--- config.mk ---
export PLATFORM = sky130hd
export DESIGN_NAME = gyruss_input_cond
export DESIGN_NICKNAME = d
export VERILOG_FILES = /design/src/rtl/gyruss_input_cond.sv
export SDC_FILE = /design/constraint.sdc
export NUM_CORES = 1
export LEC_CHECK = 0
export ABC_CLOCK_PERIOD_IN_PS = 1900
export BUFFER_PORTS_ARGS = -buffer_cell sky130_fd_sc_hd__buf_4
export CAP_MARGIN = 20
export CORE_ASPECT_RATIO = 0.75
export CORE_MARGIN = 2
export CORE_UTILIZATION = 25
export DETAILED_ROUTE_END_ITERATION = 16
export PLACE_DENSITY = 0.52
export SLEW_MARGIN = 15
export SYNTH_ARGS = -nofsm -noshare
export SYNTH_HDL_FRONTEND = slang
export SYNTH_SLANG_ARGS = --single-unit
--- constraint.sdc ---
create_clock -name clk_49m -period 1.9 [get_ports clk_49m]
set_clock_uncertainty 0.05 [all_clocks]
set_input_delay 0.285 -clock clk_49m [delete_from_list [all_inputs] [get_ports clk_49m]]
set_output_delay 0.285 -clock clk_49m [all_outputs]
set_load 0.03 [all_outputs]
--- src/rtl/gyruss_input_cond.sv ---
// Gyruss control conditioning: PS/2 keyboard and two pads merged into the active-low cabinet inputs.
// Define GYRUSS_COIN_PULSE_EN to shape each coin into a fixed-width pulse followed by a lockout.
module gyruss_input_cond #(
    parameter logic [22:0] COIN_PULSE_CYC = 23'd4915200,
    parameter logic [22:0] COIN_LOCK_CYC  = 23'd2457600
) (
    input  logic        clk_49m,
    input  logic        reset,
    input  logic [10:0] ps2_key,
    input  logic [15:0] joystick_0,
    input  logic [15:0] joystick_1,
    output logic [3:0]  p1_joystick,
    output logic [3:0]  p2_joystick,
    output logic        p1_fire,
    output logic        p2_fire,
    output logic [1:0]  start_buttons,
    output logic [1:0]  coin,
    output logic        btn_service,
    output logic        m_pause
);

    logic toggle_q;
    logic key_start1, key_start2, key_coin1, key_coin2, key_service, key_pause;
    logic key_up, key_down, key_left, key_right, key_fire;

    logic [3:0] p1_raw, p2_raw;
    logic       p1_fire_raw, p2_fire_raw;
    logic [1:0] start_raw, coin_raw;
    logic       pause_raw;

    logic unused_inputs;
    assign unused_inputs = ^{ps2_key[8], joystick_0[15:9], joystick_1[15:9]};

    always_ff @(posedge clk_49m or negedge reset) begin
        if (!reset) begin
            toggle_q    <= 1'b0;
            key_start1  <= 1'b0;
            key_start2  <= 1'b0;
            key_coin1   <= 1'b0;
            key_coin2   <= 1'b0;
            key_service <= 1'b0;
            key_pause   <= 1'b0;
            key_up      <= 1'b0;
            key_down    <= 1'b0;
            key_left    <= 1'b0;
            key_right   <= 1'b0;
            key_fire    <= 1'b0;
        end else begin
            toggle_q <= ps2_key[10];
            if (ps2_key[10] != toggle_q) begin
                case (ps2_key[7:0])
                    8'h16:   key_start1  <= ps2_key[9];
                    8'h1E:   key_start2  <= ps2_key[9];
                    8'h2E:   key_coin1   <= ps2_key[9];
                    8'h36:   key_coin2   <= ps2_key[9];
                    8'h46:   key_service <= ps2_key[9];
                    8'h4D:   key_pause   <= ps2_key[9];
                    8'h75:   key_up      <= ps2_key[9];
                    8'h72:   key_down    <= ps2_key[9];
                    8'h6B:   key_left    <= ps2_key[9];
                    8'h74:   key_right   <= ps2_key[9];
                    8'h14:   key_fire    <= ps2_key[9];
                    default: ;
                endcase
            end
        end
    end

    // Keyboard directions and fire drive both players.
    assign p1_raw      = {key_right | joystick_0[0], key_left | joystick_0[1],
                          key_down  | joystick_0[2], key_up   | joystick_0[3]};
    assign p2_raw      = {key_right | joystick_1[0], key_left | joystick_1[1],
                          key_down  | joystick_1[2], key_up   | joystick_1[3]};
    assign p1_fire_raw = key_fire | joystick_0[4];
    assign p2_fire_raw = key_fire | joystick_1[4];
    assign start_raw   = {key_start2 | joystick_0[7] | joystick_1[7],
                          key_start1 | joystick_0[5] | joystick_1[5]};
    assign coin_raw    = {key_coin2, key_coin1 | joystick_0[6] | joystick_1[6]};
    assign pause_raw   = key_pause | joystick_0[8] | joystick_1[8];

    always_ff @(posedge clk_49m or negedge reset) begin
        if (!reset) begin
            p1_joystick   <= 4'hF;
            p2_joystick   <= 4'hF;
            p1_fire       <= 1'b1;
            p2_fire       <= 1'b1;
            start_buttons <= 2'b11;
            btn_service   <= 1'b1;
            m_pause       <= 1'b0;
        end else begin
            p1_joystick   <= ~p1_raw;
            p2_joystick   <= ~p2_raw;
            p1_fire       <= ~p1_fire_raw;
            p2_fire       <= ~p2_fire_raw;
            start_buttons <= ~start_raw;
            btn_service   <= ~key_service;
            m_pause       <= pause_raw;
        end
    end

`ifdef GYRUSS_COIN_PULSE_EN
    typedef enum logic [1:0] {COIN_IDLE, COIN_PULSE, COIN_LOCK} coin_state_t;

    for (genvar ch = 0; ch < 2; ch++) begin : g_coin
        coin_state_t state;
        logic [22:0] cnt;
        logic        prev;
        logic        coin_q;

        // prev resets high so a coin already held at reset release is not an edge.
        always_ff @(posedge clk_49m or negedge reset) begin
            if (!reset) begin
                state  <= COIN_IDLE;
                cnt    <= '0;
                prev   <= 1'b1;
                coin_q <= 1'b1;
            end else begin
                prev <= coin_raw[ch];
                case (state)
                    COIN_IDLE: begin
                        if (coin_raw[ch] && !prev) begin
                            state  <= COIN_PULSE;
                            cnt    <= '0;
                            coin_q <= 1'b0;
                        end
                    end
                    COIN_PULSE: begin
                        if (cnt == COIN_PULSE_CYC - 23'd1) begin
                            state  <= COIN_LOCK;
                            cnt    <= '0;
                            coin_q <= 1'b1;
                        end else begin
                            cnt <= cnt + 23'd1;
                        end
                    end
                    COIN_LOCK: begin
                        if (cnt >= COIN_LOCK_CYC - 23'd1 && !coin_raw[ch]) begin
                            state <= COIN_IDLE;
                            cnt   <= '0;
                        end else if (cnt < COIN_LOCK_CYC - 23'd1) begin
                            cnt <= cnt + 23'd1;
                        end
                    end
                    default: begin
                        state  <= COIN_IDLE;
                        cnt    <= '0;
                        coin_q <= 1'b1;
                    end
                endcase
            end
        end
    end

    assign coin = {g_coin[1].coin_q, g_coin[0].coin_q};
`else
    logic unused_params;
    assign unused_params = ^{COIN_PULSE_CYC, COIN_LOCK_CYC};

    always_ff @(posedge clk_49m or negedge reset) begin
        if (!reset) coin <= 2'b11;
        else        coin <= ~coin_raw;
    end
`endif

endmodule

==> run_results.csv <==
group,metric,value,unit
logic_synthesis,syn-num-nets,127,
logic_synthesis,synth_commonest_cells,"15 x dfstp_2, 13 x dfrtp_1, 10 x mux2_2, 10 x nor2_1, 7 x nor3_1",
floorplanning,fp.coreArea,4390,µm²
detailed_routing,wl_per_cell,11.8,µm
detailed_routing,ant_nets,0,
placed_design,io_buffers,45,
logic_synthesis,synthFlopType,"dfstp_2",
clock_network,clockBufferDepth,2,
sta,rsz0062_at_grt,"no",
sta,setup_tns,0,ps
placed_design,gp_congestion,0.751,
critical_path,rrSetupSlack,390,ps
logic_synthesis,syn_inst,82,
power,pwr-share-seq,54.4,%
global_route,grt_max_degree,29,
final_layout,fin_nets,178,
global_route,overflow,0,
clock_network,path_clk_slew,100,ps
power,net-switching-power,0.000285,W
logic_synthesis,ys_seq_area_share,63.9,%
placed_design,dp_hpwl,1670,µm
logic_synthesis,ys_types,24,
detailed_routing,post-route-drc-count,0,
critical_path,crit_end,"key_fire",
power,vdd_drop_max,0.323,mV
power,swShare,23.8,%
clock_network,ctsResizeCount,0,
logic_synthesis,synthArstFlopShare,100,%
logic_synthesis,yosysTopAreaCell,"dfstp_2",
critical_path,crit_type,"primary input to flop",
detailed_routing,dr.pass1.iters,2,
detailed_routing,highest_layer,"met4",
sta,slew_viol_final,0,
clock_network,clk_latency,270,ps
logic_synthesis,avgSynthCellArea,13.7,µm²
min_path,holdCritStartpoint,"joystick_0[2]",
sta,post-route-period-util,79.8,%
floorplanning,num_rows,21,
power,p_per_area,746,nW/µm²
detailed_routing,routed_wl,2220,µm
logic_synthesis,synth.most_common_cell,"dfstp_2",
critical_path,timing.rr.start,"toggle_q",
logic_synthesis,synth-edff-count,0,
logic_synthesis,syn_area,1130,µm²
detailed_routing,via_per_inst,4.35,
final_layout,nFillCells,443,
clock_network,postCtsSetupRepairBufs,0,
critical_path,crit_chain,"buf_4, or4b_1, or3b_1, mux2_4",
critical_path,ff2ff_path_depth,3,
sta,hold_violations,0,
floorplanning,initial_core_util,25.7,%
logic_synthesis,ys.warnings.count,0,
logic_synthesis,yosysTopAreaCellShare,35.0,%
final_layout,fin_area,1600,µm²
critical_path,worstPathArrival,1630,ps
critical_path,crit_required,2010,ps
flow_run,max_cap_viol_count,0,
final_layout,diodes,0,
critical_path,cp-end-kind,"flop",
critical_path,r2r-end,"key_fire",
clock_network,clock-sinks,28,
final_layout,layout-drive-gt1-share,61.4,%
clock_network,root_buffer,"clkbuf_8",
global_route,grt_pass1_wl,3790,µm
clock_network,htree_levels,1,
power,clockPowerShare,30.5,%
critical_path,slowest_delay,530,ps
floorplanning,die-area,5060,µm²
detailed_routing,vias,823,
global_route,antenna_found_initial,0,
detailed_routing,met2_length,955,µm
power,p_int,0.000912,W
floorplanning,die_w,81.5,µm
global_route,grt_usage,9.69,%
detailed_routing,wirelength_met1,1020,µm
global_route,grt_pass1_vias,814,
sta,relSlewSlack,69.4,%
min_path,hold_path_depth,2,
clock_network,cts_tree,"yes",
final_layout,area_growth,42.4,%
power,p_comb_share,15.1,%
critical_path,start_kind,"primary input",
critical_path,cp_slowest_cell,"or4b_1",
sta,fmax,660,MHz
clock_network,cts_made_buffers,3,
detailed_routing,first_iter_violations,3,
critical_path,cp-startpoint,"ps2_key[0]",
floorplanning,die_h,62.1,µm
sta,min_period,1520,ps
sta,tightest_slew,456,ps
detailed_routing,routed-wl-met3,231,µm
min_path,hold_class,"primary input to flop",
floorplanning,io_pins,61,
clock_network,ctsHoldBuffers,1,
power,total_power,0.00120,W
sta,finalSetupViolCount,0,
power,p_leak,0.721,nW
placed_design,placed_cell_area,1540,µm²
critical_path,path_max_fanout,7,
logic_synthesis,ys_seq_elements,28,
run_status,outcome,"finished clean",
logic_synthesis,synth.area.top_cells,"dfstp_2 35%, dfrtp_1 29%, mux2_2 10%",
==> worst min path at each step <==
stage                                end
after CTS                 p1_joystick[1]
after global placement         key_coin1
after global routing      p1_joystick[1]
after floorplan                key_coin1
after detailed placement        toggle_q
final                     p1_joystick[1]
==> layer usage <==
layer | global-route usage, % | up-vias
li1 | - | 397
met1 | 13.9 | 393
met2 | 13.3 | 31
met3 | 4.51 | 2
met4 | 1.91 | 0
met5 | 0 | -
==> flip-flops by register name, summed over array words and instances (netlist names), 2 cells and up <==
signal and count:
start_buttons 2, coin 2, p2_joystick 4, p1_joystick 4
==> metrics by stage <==
step	worst slack, ps	instances	hold WS [ps]	util (%)
final	384	189	53.1	36.6
after global placement	95.6	184	171	35.1
after floorplan	249	82	-60.6	-
after detailed placement	96.0	184	175	35.1
after CTS	378	189	42.5	36.6
after global routing	306	189	34.8	36.6
==> power by group through the flow <==
stage / logic, W / registers (W) / clock network, W
2_1_floorplan: 0.0000425 / 0.000699 / 0
3_3_place_gp: 0.000180 / 0.000662 / 0
3_5_place_dp: 0.000183 / 0.000662 / 0
4_1_cts: 0.000185 / 0.000652 / 0.000386
5_1_grt: 0.000200 / 0.000656 / 0.000414
6_report: 0.000181 / 0.000651 / 0.000365
==> cell type report <==
class / instances / area [µm²] / share of cell area (%)
tap: 57 / 71.3 / 4.45
sequential: 28 / 719 / 44.9
timing repair buffer: 47 / 355 / 22.2
inverter: 2 / 7.51 / 0.468
multi-input combinational: 51 / 395 / 24.6
clock buffer: 4 / 55.1 / 3.43
==> cells by family (layout without fill, tap and decap cells) <==
group | Yosys count | after routing | synth area share (%)
mux | 11 | 11 | 11.3
xor+xnor | 2 | 2 | 1.56
buf+inv | 3 | 53 | 1.00
flops | 28 | 28 | 63.9
simple gates | 38 | 38 | 22.2
==> worst max-delay path: cells and delay by family <==
family,cells,cell delay (ps)
AND/OR/NAND/NOR,2,910
multiplexers,1,300
buffers and inverters,1,130
==> layout by cell type (no fill, tap or decap) <==
master	count
and3b_2	1
and4b_2	1
and4bb_2	1
buf_4	46
clkbuf_8	4
dfrtp_1	13
dfstp_2	15
dlygate4sd3_1	1
inv_1	2
mux2_2	10
mux2_4	1
nand3_1	3
nand4_1	2
nand4b_1	2
nor2_1	10
nor3_1	7
nor3b_1	2
nor4b_1	2
nor4bb_1	1
or3_1	1
or3b_1	1
or4b_1	1
or4b_2	2
or4bb_1	1
xnor2_1	1
xor2_1	1
No activity file was read; power rests on OpenSTA's default activity.
